--- src/rtl/ram_bridge_pkg.sv ---
// Shared types for the core-to-halfword-RAM bridge: access sizes, FSM states,
// the registered request, and the request legality check.
package ram_bridge_pkg;

  typedef enum logic [1:0] {
    BYTE = 2'b00,
    HALF = 2'b01,
    WORD = 2'b10
  } mem_size_t;

  typedef enum logic [3:0] {
    IDLE,
    RD_LO,
    RD_HI,
    RD_WAIT,
    WR_LO,
    WR_HI,
    RMW_RD,
    RMW_WR,
    RESP
  } state_t;

  typedef struct packed {
    logic      we;
    mem_size_t size;
    logic      uns;
    logic [31:0] addr;
    logic [31:0] wdata;
  } req_t;

  // Misaligned, size 11, or any touched halfword index past the end of the RAM.
  function automatic logic access_err(input logic [1:0] size, input logic [31:0] addr,
                                      input logic [31:0] depth);
    logic [31:0] hw0;
    logic        err;
    hw0 = {1'b0, addr[31:1]};
    case (size)
      2'b00:   err = (hw0 >= depth);
      2'b01:   err = addr[0] || (hw0 >= depth);
      2'b10:   err = (addr[1:0] != 2'b00) || ((hw0 + 32'd1) >= depth);
      default: err = 1'b1;
    endcase
    return err;
  endfunction

endpackage

--- src/rtl/ram_bridge_if.sv ---
// Core request/response and halfword RAM port bundle; the bridge is the slave,
// the core plus RAM side is the master.
interface ram_bridge_if;
  logic        req_valid;
  logic        req_ready;
  logic        req_we;
  logic [1:0]  req_size;
  logic        req_unsigned;
  logic [31:0] req_addr;
  logic [31:0] req_wdata;
  logic        rsp_valid;
  logic        rsp_err;
  logic [31:0] rsp_rdata;
  logic [31:0] ram_rd_addr;
  logic [15:0] ram_rd_data;
  logic [31:0] ram_wr_addr;
  logic [15:0] ram_wr_data;
  logic        ram_wr_en;

  modport slave (
    input  req_valid, req_we, req_size, req_unsigned, req_addr, req_wdata, ram_rd_data,
    output req_ready, rsp_valid, rsp_err, rsp_rdata,
    output ram_rd_addr, ram_wr_addr, ram_wr_data, ram_wr_en
  );

  modport master (
    output req_valid, req_we, req_size, req_unsigned, req_addr, req_wdata, ram_rd_data,
    input  req_ready, rsp_valid, rsp_err, rsp_rdata,
    input  ram_rd_addr, ram_wr_addr, ram_wr_data, ram_wr_en
  );
endinterface

--- src/rtl/ram_bridge_load_extend.sv ---
// Combinational load lane select and sign/zero extension; zero latency, no flow control.
// Word data arrives as {hi, lo}; byte/half data sits in bits [15:0].
module load_extend
  import ram_bridge_pkg::*;
(
  input  logic [31:0] data_i,
  input  logic        addr0_i,
  input  mem_size_t   size_i,
  input  logic        unsigned_i,
  output logic [31:0] data_o
);

  logic [7:0] byte_lane;

  always_comb begin
    byte_lane = addr0_i ? data_i[15:8] : data_i[7:0];
    case (size_i)
      BYTE:    data_o = {{24{~unsigned_i & byte_lane[7]}}, byte_lane};
      HALF:    data_o = {{16{~unsigned_i & data_i[15]}}, data_i[15:0]};
      default: data_o = data_i;
    endcase
  end

endmodule

--- src/rtl/ram_bridge.sv ---
// Bridges byte/half/word core accesses onto a 16-bit RAM; one request in flight,
// response 1-4 cycles after accept, req_ready only while idle.
module ram_bridge
  import ram_bridge_pkg::*;
#(
  parameter int DEPTH = 8192
) (
  input  logic        clk,
  input  logic        reset,
  ram_bridge_if.slave bus
);

  state_t      state_q, state_d;
  req_t        req_q, req_d;
  logic [15:0] lo_q, lo_d;
  logic        rsp_valid_q, rsp_valid_d;
  logic        rsp_err_q, rsp_err_d;
  logic [31:0] rsp_rdata_q, rsp_rdata_d;

  logic [31:0] rd_addr, wr_addr;
  logic [15:0] wr_data;
  logic        wr_en;
  logic [31:0] hw0, hw1;
  logic [31:0] ext_in, ext_out;

  assign hw0 = {1'b0, req_q.addr[31:1]};
  assign hw1 = hw0 + 32'd1;

  // The high half of a word is still on ram_rd_data when the response is built.
  assign ext_in = (req_q.size == WORD) ? {bus.ram_rd_data, lo_q} : {16'h0000, bus.ram_rd_data};

  load_extend u_load_extend (
    .data_i     (ext_in),
    .addr0_i    (req_q.addr[0]),
    .size_i     (req_q.size),
    .unsigned_i (req_q.uns),
    .data_o     (ext_out)
  );

  assign bus.req_ready = (state_q == IDLE) && !reset;

  always_comb begin
    state_d     = state_q;
    req_d       = req_q;
    lo_d        = lo_q;
    rsp_err_d   = 1'b0;
    rsp_rdata_d = 32'h0;
    rd_addr     = 32'h0;
    wr_addr     = 32'h0;
    wr_data     = 16'h0;
    wr_en       = 1'b0;

    case (state_q)
      IDLE: begin
        if (bus.req_valid && bus.req_ready) begin
          req_d.we    = bus.req_we;
          req_d.size  = mem_size_t'(bus.req_size);
          req_d.uns   = bus.req_unsigned;
          req_d.addr  = bus.req_addr;
          req_d.wdata = bus.req_wdata;
          if (access_err(bus.req_size, bus.req_addr, 32'(DEPTH))) begin
            state_d   = RESP;
            rsp_err_d = 1'b1;
          end else if (!bus.req_we) begin
            state_d = RD_LO;
          end else if (bus.req_size == BYTE) begin
            state_d = RMW_RD;
          end else begin
            state_d = WR_LO;
          end
        end
      end
      RD_LO: begin
        rd_addr = hw0;
        state_d = (req_q.size == WORD) ? RD_HI : RD_WAIT;
      end
      RD_HI: begin
        rd_addr = hw1;
        lo_d    = bus.ram_rd_data;
        state_d = RD_WAIT;
      end
      RD_WAIT: begin
        rsp_rdata_d = ext_out;
        state_d     = RESP;
      end
      WR_LO: begin
        wr_en   = 1'b1;
        wr_addr = hw0;
        wr_data = req_q.wdata[15:0];
        state_d = (req_q.size == WORD) ? WR_HI : RESP;
      end
      WR_HI: begin
        wr_en   = 1'b1;
        wr_addr = hw1;
        wr_data = req_q.wdata[31:16];
        state_d = RESP;
      end
      RMW_RD: begin
        rd_addr = hw0;
        state_d = RMW_WR;
      end
      RMW_WR: begin
        wr_en   = 1'b1;
        wr_addr = hw0;
        wr_data = req_q.addr[0] ? {req_q.wdata[7:0], bus.ram_rd_data[7:0]}
                                : {bus.ram_rd_data[15:8], req_q.wdata[7:0]};
        state_d = RESP;
      end
      RESP:    state_d = IDLE;
      default: state_d = IDLE;
    endcase

    rsp_valid_d = (state_d == RESP);
  end

  always_ff @(posedge clk or posedge reset) begin
    if (reset) begin
      state_q     <= IDLE;
      req_q       <= '0;
      lo_q        <= 16'h0;
      rsp_valid_q <= 1'b0;
      rsp_err_q   <= 1'b0;
      rsp_rdata_q <= 32'h0;
    end else begin
      state_q     <= state_d;
      req_q       <= req_d;
      lo_q        <= lo_d;
      rsp_valid_q <= rsp_valid_d;
      rsp_err_q   <= rsp_err_d;
      rsp_rdata_q <= rsp_rdata_d;
    end
  end

  assign bus.rsp_valid   = rsp_valid_q;
  assign bus.rsp_err     = rsp_err_q;
  assign bus.rsp_rdata   = rsp_rdata_q;
  assign bus.ram_rd_addr = rd_addr;
  assign bus.ram_wr_addr = wr_addr;
  assign bus.ram_wr_data = wr_data;
  assign bus.ram_wr_en   = wr_en;

endmodule

--- src/flat_wrapper.sv ---
// flat-port wrapper written by rule: the top's interface ports become plain ports
module ram_bridge_flat import ram_bridge_pkg::*;
#(
  parameter int DEPTH = 8192
)
  (clk, reset, bus_req_valid, bus_req_we, bus_req_size, bus_req_unsigned, bus_req_addr, bus_req_wdata, bus_ram_rd_data, bus_req_ready, bus_rsp_valid, bus_rsp_err, bus_rsp_rdata, bus_ram_rd_addr, bus_ram_wr_addr, bus_ram_wr_data, bus_ram_wr_en);
  ram_bridge_if bus_i ();
  input  logic clk;
  input  logic reset;
  input wire logic [$bits(bus_i.req_valid)-1:0] bus_req_valid;
  input wire logic [$bits(bus_i.req_we)-1:0] bus_req_we;
  input wire logic [$bits(bus_i.req_size)-1:0] bus_req_size;
  input wire logic [$bits(bus_i.req_unsigned)-1:0] bus_req_unsigned;
  input wire logic [$bits(bus_i.req_addr)-1:0] bus_req_addr;
  input wire logic [$bits(bus_i.req_wdata)-1:0] bus_req_wdata;
  input wire logic [$bits(bus_i.ram_rd_data)-1:0] bus_ram_rd_data;
  output wire logic [$bits(bus_i.req_ready)-1:0] bus_req_ready;
  output wire logic [$bits(bus_i.rsp_valid)-1:0] bus_rsp_valid;
  output wire logic [$bits(bus_i.rsp_err)-1:0] bus_rsp_err;
  output wire logic [$bits(bus_i.rsp_rdata)-1:0] bus_rsp_rdata;
  output wire logic [$bits(bus_i.ram_rd_addr)-1:0] bus_ram_rd_addr;
  output wire logic [$bits(bus_i.ram_wr_addr)-1:0] bus_ram_wr_addr;
  output wire logic [$bits(bus_i.ram_wr_data)-1:0] bus_ram_wr_data;
  output wire logic [$bits(bus_i.ram_wr_en)-1:0] bus_ram_wr_en;
  assign bus_i.req_valid = bus_req_valid;
  assign bus_i.req_we = bus_req_we;
  assign bus_i.req_size = bus_req_size;
  assign bus_i.req_unsigned = bus_req_unsigned;
  assign bus_i.req_addr = bus_req_addr;
  assign bus_i.req_wdata = bus_req_wdata;
  assign bus_i.ram_rd_data = bus_ram_rd_data;
  assign bus_req_ready = bus_i.req_ready;
  assign bus_rsp_valid = bus_i.rsp_valid;
  assign bus_rsp_err = bus_i.rsp_err;
  assign bus_rsp_rdata = bus_i.rsp_rdata;
  assign bus_ram_rd_addr = bus_i.ram_rd_addr;
  assign bus_ram_wr_addr = bus_i.ram_wr_addr;
  assign bus_ram_wr_data = bus_i.ram_wr_data;
  assign bus_ram_wr_en = bus_i.ram_wr_en;
  ram_bridge #(.DEPTH(DEPTH)) u_core (.clk(clk), .reset(reset), .bus(bus_i));
endmodule
--- config.mk ---
export PLATFORM = sky130hd
export DESIGN_NAME = ram_bridge_flat
export DESIGN_NICKNAME = d
export VERILOG_FILES = /design/src/rtl/ram_bridge_pkg.sv /design/src/rtl/ram_bridge_if.sv /design/src/rtl/ram_bridge_load_extend.sv /design/src/rtl/ram_bridge.sv /design/src/flat_wrapper.sv
export SDC_FILE = /design/constraint.sdc
export NUM_CORES = 1
export LEC_CHECK = 0
export ABC_AREA = 1
export CAP_MARGIN = 0
export CORE_MARGIN = 4
export CORE_UTILIZATION = 50
export DETAILED_ROUTE_END_ITERATION = 10
export PLACE_DENSITY = 0.86
export SLEW_MARGIN = 0
export SYNTH_ARGS = -nofsm -noshare
export SYNTH_HDL_FRONTEND = slang
export SYNTH_SLANG_ARGS = --single-unit
--- constraint.sdc ---
create_clock -name clk -period 6.7 [get_ports clk]
set_clock_uncertainty 0.2 [all_clocks]
set_input_delay 1.675 -clock clk [delete_from_list [all_inputs] [get_ports clk]]
set_output_delay 1.675 -clock clk [all_outputs]
set_load 0.02 [all_outputs]
==> flow_metrics.env, run 1 <==
export IMPL_crit_path_start_kind="flop"
export IMPL_routed_wl_um=25500
export IMPL_hold_buffers=0
export IMPL_nets=1370
export IMPL_synthesis_area_um2=7560
export IMPL_globalRoute_totalOverflow=0
export IMPL_cts_made_buffers=17
export IMPL_power_mw=3.74
export IMPL_tightest_slew_ns=1.12
export IMPL_r2r_slack_ns=3.64
export IMPL_n_fill_cell=1205
export IMPL_dp_slack_ns=1.29
export IMPL_p_leak_nw=4.66
export IMPL_cp_max_fo=31
export IMPL_setup_tns_ns=0
export IMPL_regArea_um2=3030
export IMPL_hold_start="u_core.lo_q[15]"
export IMPL_synth_top_cell_area_share=0.400
export IMPL_status="complete, no violations"
export IMPL_grt_usage=0.295
export IMPL_routedWlPerCell_um=17.3
export IMPL_synth_edf_count=0
export IMPL_cts_tree="built"
export IMPL_ios=203
export IMPL_post_dp_hpwl_um=19200
export IMPL_yosys_area_top_type="dfrtp_1"
export IMPL_grt_pass1_vias=7496
export IMPL_internal_power_mw=2.06
export IMPL_setup_slack_ns=1.03
export IMPL_r2r_start="u_core.req_q[32]"
export IMPL_synth_cell_types=40
export IMPL_worstHoldPathCells=2
export IMPL_cap_viol_max_count=0
export IMPL_place_inst=1447
export IMPL_synth_ff_type="dfrtp_1"
export IMPL_path_clk_slew_ns=0.06
export IMPL_min_period_over_period=0.847
export IMPL_cp_required_ns=4.83
export IMPL_ys_seq_area_frac=0.400
export IMPL_antenna_found_initial=0
export IMPL_relSlewSlack=0.250
export IMPL_synth_area_per_cell_um2=6.88
export IMPL_setup_violations_final=0
export IMPL_endpoint_kind="output pin"
export IMPL_die_w_um=131
export IMPL_fmax_mhz=176
export IMPL_htree_levels=4
export IMPL_die_y_um=131
export IMPL_drt_pass1_iterations=8
export IMPL_cts_sinks=121
export IMPL_yosysWarnings=0
export IMPL_min_path_type="flop to flop"
export IMPL_hold_viol=0
export IMPL_initial_utilization=0.515
export IMPL_clock_path_buffers=2
export IMPL_syn_to_final_growth_pct=35.2
export IMPL_seqPwrFrac=0.344
export IMPL_cts_setup_buffers=0
export IMPL_layoutNonFillerInstCount=1479
export IMPL_holdPathEnd="u_core.lo_q[15]"
export IMPL_rsz0062_at_grt="no"
export IMPL_gp_congestion=0.970
export IMPL_synthesis_nets=1188
export IMPL_dr_total_vias=8391
export IMPL_placementRows=44
export IMPL_drive_gt1_frac=0.0703
export IMPL_diodes=0
export IMPL_powerDensity_nw_per_um2=366
export IMPL_drtIter0Drc=918
export IMPL_die_area_um2=17200
export IMPL_synthCells=1100
export IMPL_async_flop_share=1.00
export IMPL_reg2regPathDepth=7
export IMPL_vias_per_cell=5.67
export IMPL_ctsResizeCount=0
export IMPL_drc=0
export IMPL_slew_viol_final=0
export IMPL_io_buffers=202
export IMPL_fin_util=0.696
export IMPL_p_sw_frac=0.450
export IMPL_core_area_um2=14700
export IMPL_cp_arrival_ns=3.80
export IMPL_crit_type="flop to output pin"
export IMPL_grt_max_degree=71
export IMPL_reg2reg_to="u_core.bus.rsp_rdata[23]"
export IMPL_synth_seq_cells=121
export IMPL_multi_input_area_um2=3840
export IMPL_grt_first_pass_wirelength_um=39200
export IMPL_min_period_ns=5.67
export IMPL_clk_root_buffer_cell="clkbuf_16"
export IMPL_clkLatencyLatePin_ns=0.41
export IMPL_switchingPower_mw=1.68
export IMPL_power_frac_clock=0.223
export IMPL_max_vdd_ir_drop_mv=0.260
export IMPL_ant_nets=0
export IMPL_p_comb_frac=0.433
export IMPL_ys_top_cells_by_area="dfrtp_1, nand2_1, o21ai_0"
[cells in the mapped netlist, types with 2 or more instances]
| cell | count |
|---|---|
| nand2_1 | 344 |
| nand3b_1 | 5 |
| buf_6 | 2 |
| dfrtp_1 | 121 |
| inv_1 | 115 |
| clkinv_1 | 3 |
| nand4_1 | 19 |
| o211ai_1 | 24 |
| nor2_2 | 6 |
| nor4_1 | 6 |
| nor3_4 | 3 |
| nor3_1 | 15 |
| o21ai_0 | 108 |
| clkbuf_1 | 40 |
| nor4_2 | 2 |
| nand3_2 | 2 |
| buf_2 | 4 |
| and2_1 | 2 |
| o21ai_1 | 9 |
| nor2_4 | 4 |
| a21oi_1 | 33 |
| nor2_1 | 80 |
| inv_2 | 14 |
| xor2_1 | 14 |
| nand3_1 | 68 |
| nand2_2 | 10 |
| or2_2 | 2 |
| o22ai_1 | 33 |
[per-layer routing]
metal  share of wire  GRT usage  vias up  wire, µm
li1                -          -     3971         -
met1            0.42      0.419     3908     10600
met2            0.46      0.440      438     11600
met3           0.096     0.0618       74      2450
met4           0.033      0.119        0       852
met5               0          0        -         0
[power groups by stage]
stage | Clock (mW) | Sequential (mW) | Combinational, mW
finish | 0.836 | 1.29 | 1.62
global route | 0.876 | 1.32 | 1.77
CTS | 0.841 | 1.27 | 1.60
detailed placement | 0 | 1.28 | 1.58
global placement | 0 | 1.27 | 1.55
floorplan | 0 | 1.22 | 1.02
[cell families after synthesis]
kind of cell               after synthesis  share of synthesized area
buffers and inverters                  179                     0.0928
adders and majority gates                1                    0.00165
xor gates and xnor gates                14                     0.0162
AOI/OAI and AO/OA                      212                      0.156
and+or+nand+nor                        573                      0.333
DFF                                    121                      0.400
[layout make-up]
cell class                      instances  area share
Inverter                              132      0.0487
Timing Repair Buffer                  210       0.204
Clock buffer                           17      0.0416
Sequential cell                       121       0.296
Tap cell                              184      0.0225
Multi-Input combinational cell        800       0.376
Clock inverter                         15      0.0116
[registers in the layout, indices dropped and copies added (netlist names)]
name                  count
u_core.bus.rsp_valid      1
u_core.lo_q              16
u_core.bus.rsp_err        1
u_core.state_q            4
u_core.req_q             36
u_core.bus.rsp_rdata     32
u_core.hw0               31
[how the worst max path moves through the flow]
| stage | startpoint | endpoint | cells after the start |
|---|---|---|---|
| final | u_core.state_q[3] | bus_ram_wr_addr[2] | 7 |
| after global routing | u_core.state_q[3] | bus_ram_wr_addr[2] | 7 |
| after CTS | u_core.state_q[3] | bus_ram_wr_addr[2] | 7 |
| after detailed placement | reset | bus_req_ready | 3 |
| after global placement | reset | bus_req_ready | 3 |
| after floorplan | reset | u_core.bus.rsp_err | 1 |
[worst max-delay path, cell delays in order, from the launching register on]
cell	delay, ns
dfrtp_1	0.37
nor2_1	0.54
inv_1	0.22
nor2_2	0.16
buf_4	0.35
clkinv_1	0.62
o22ai_1	0.44
clkdlybuf4s50_1	0.67
[through the flow]
stage	hold slack [ns]	instance area, µm²
after global routing	0.304	10200
after floorplan	0.249	7560
after detailed placement	0.274	9680
after CTS	0.289	10200
final	0.287	10200
after global placement	0.265	9680
[cells in the final DEF (no fill, tap or decap), drive strengths merged]
| master | n |
|---|---|
| nand2 | 355 |
| clkdlybuf4s50 | 202 |
| inv | 134 |
| dfrtp | 121 |
| o21ai | 117 |
| nor2 | 90 |
| nand3 | 70 |
| o22ai | 33 |
| a21oi | 33 |
| o211ai | 24 |
| nand4 | 19 |
| nor3 | 19 |
| clkbuf | 17 |
| xor2 | 14 |
| clkinv | 11 |
| nor4 | 9 |
| buf | 8 |
| nand3b | 5 |
| or2 | 3 |
| and2 | 2 |
| clkinvlp | 2 |
| o21bai | 2 |
| o2111ai | 1 |
| a211oi | 1 |
| nor3b | 1 |
| a31oi | 1 |
| ha | 1 |
Power figures use the tool's default switching activity.
==> run 2: changes to the inputs <==
Settings changed: CORE_UTILIZATION 50 to 45, PLACE_DENSITY 0.86 to 0.82.
Clock period 6.7 ns to 5.1 ns, I/O delays scaled along.
==> run 2 against run 1 <==
Net effect: hold slack worse by 0.0062 ns; non-clock buffer count is 2 higher; critical path depth is 1 higher; via count is 0.67% lower; worst setup slack worse by 0.64 ns; register-to-register slack worse by 1.3 ns; count of clock-buffer cells in the layout stayed put; first-iteration DRC count is 1.9% higher; critical path type unchanged; largest power group unchanged; clock power is 46% higher; final area is 1.3% higher; sequential power is 28% higher; critical endpoint is now bus_ram_wr_addr[6].
==> flow_metrics.env, run 2 (synthesized netlist as in run 1, its figures left out) <==
export IMPL_largest_reg_flops=36
export IMPL_die_y_um=138
export IMPL_crit_buf_inv=4
export IMPL_crit_type="flop to output pin"
export IMPL_cp_max_fo=30
export IMPL_path_clk_slew_ns=0.06
export IMPL_cts_setup_buffers=0
export IMPL_vias_per_cell=5.49
export IMPL_drtIter0Drc=935
export IMPL_n_fill_cell=1458
export IMPL_drive_gt1_frac=0.0710
export IMPL_routed_wl_um=26600
export IMPL_critPathTopFamily="buffers and inverters"
export IMPL_routedWlPerCell_um=17.5
export IMPL_min_period_ns=4.72
export IMPL_grt_usage=0.279
export IMPL_cpPeakStageDelay_ns=0.68
export IMPL_die_area_um2=18900
export IMPL_endpoint_kind="output pin"
export IMPL_htree_levels=4
export IMPL_clkLatencyLatePin_ns=0.43
export IMPL_status="complete, no violations"
export IMPL_powerDensity_nw_per_um2=488
export IMPL_rsz0062_at_grt="no"
export IMPL_antenna_found_initial=2
export IMPL_cts_tree="built"
export IMPL_cp_arrival_ns=3.24
export IMPL_cap_viol_max_count=0
export IMPL_setup_tns_ns=0
export IMPL_grt_max_degree=77
export IMPL_drt_pass1_iterations=6
export IMPL_grt_pass1_vias=7839
export IMPL_ctsResizeCount=0
export IMPL_min_path_type="flop to flop"
export IMPL_cp_required_ns=3.62
export IMPL_crit_slowest_cell="clkdlybuf4s50_1"
export IMPL_io_buffers=202
export IMPL_most_common_layout_cells="nand2_1, clkdlybuf4s50_1, dfrtp_1"
export IMPL_relSlewSlack=0.300
export IMPL_nets=1372
export IMPL_crit_path_start_kind="flop"
export IMPL_max_flop_register="u_core.req_q"
export IMPL_slew_viol_final=0
export IMPL_critical_path_cell_chain="inv_1 -> nor2_1 -> buf_4 -> inv_1 -> nor2_1 -> nand2_1 -> o22ai_1 -> clkdlybuf4s50_1"
export IMPL_power_mw=5.06
export IMPL_initial_utilization=0.458
export IMPL_core_area_um2=16500
export IMPL_tightest_slew_ns=1.05
export IMPL_cts_made_buffers=17
export IMPL_p_leak_nw=4.69
export IMPL_grt_first_pass_wirelength_um=40800
export IMPL_setup_violations_final=0
export IMPL_drc=0
export IMPL_dr_total_vias=8335
export IMPL_ios=203
export IMPL_post_dp_hpwl_um=19900
export IMPL_globalRoute_totalOverflow=0
export IMPL_clk_root_buffer_cell="clkbuf_16"
export IMPL_placementRows=47
export IMPL_min_period_over_period=0.925
export IMPL_fmax_mhz=212
export IMPL_hold_viol=0
export IMPL_die_w_um=138
export IMPL_ant_nets=0
export IMPL_syn_to_final_growth_pct=36.9
export IMPL_cts_sinks=121
export IMPL_gp_congestion=0.961
export IMPL_layout_commonest_cell="nand2_1"
export IMPL_max_vdd_ir_drop_mv=0.289
export IMPL_clock_path_buffers=2
export IMPL_hold_buffers=0
==> run 2: cell count changes in the layout (fill, tap and decap cells not counted), sizes merged <==
| cell | before | now |
|---|---|---|
| diode | 0 | 2 |
| buf | 8 | 10 |
| bufinv | 0 | 3 |
| inv | 134 | 130 |
==> run 2: per-layer routing <==
metal  track usage  vias to the layer above  share of wire
met5             0                        -              0
met4         0.125                        0          0.039
met3        0.0551                       76          0.081
met2         0.426                      443           0.46
met1         0.382                     3834           0.42
li1              -                     3982              -
==> run 2: power by group <==
| group | total (mW) | leakage [nW] | internal (mW) | switching, mW |
|---|---|---|---|---|
| logic | 2.19 | 2.85 | 0.753 | 1.43 |
| clock network | 1.22 | 0.289 | 0.767 | 0.454 |
| registers | 1.65 | 1.55 | 1.33 | 0.319 |
| total | 5.06 | 4.69 | 2.85 | 2.21 |
==> run 2: per-stage QoR <==
step	instance area (µm²)	hold slack (ns)	setup WS (ns)	instances	util
3_3_place_gp	9750	0.263	0.718	1485	0.590
4_1_cts	10400	0.283	0.442	1516	0.627
6_report	10400	0.281	0.381	1518	0.627
2_1_floorplan	7560	0.249	0.411	1100	-
5_1_grt	10400	0.311	0.228	1518	0.627
3_5_place_dp	9750	0.267	0.700	1485	0.590
==> run 2: path summary, 6_finish.rpt <==
path	endpoint	cells past startpoint	slack [ns]	start
worst min register to register	u_core.req_q[20]	2	0.28	u_core.req_q[20]
worst max-delay path	bus_ram_wr_addr[6]	8	0.38	u_core.state_q[2]
min in group asynchronous	u_core.bus.rsp_rdata[12]	2	1.33	reset
max in group asynchronous	u_core.req_q[4]	3	2.61	reset
worst max register to register	u_core.bus.rsp_rdata[25]	11	2.34	u_core.req_q[66]
worst min-delay path	u_core.req_q[20]	2	0.28	u_core.req_q[20]
==> run 2: worst register-to-register path: stages (launching register included) <==
cell and delay [ns]:
dfrtp_1 0.41, inv_2 0.35, nor2_1 0.14, inv_2 0.41
nand2_1 0.11, o21ai_1 0.14, nand3_1 0.10, nand2_1 0.08
nand2_2 0.13, o211ai_1 0.14, nand2_2 0.25, nor2_1 0.21
==> run 2: cell type report <==
cell class,count,area (µm²),area share
Antenna cell,2,5.00,0.000483
Clock buffer,17,425,0.0411
Clock inverter,14,176,0.0170
Inverter,132,498,0.0481
Multi-Input combinational cell,800,3840,0.371
Sequential cell,121,3030,0.292
Tap cell,220,275,0.0266
Timing Repair Buffer,212,2110,0.204
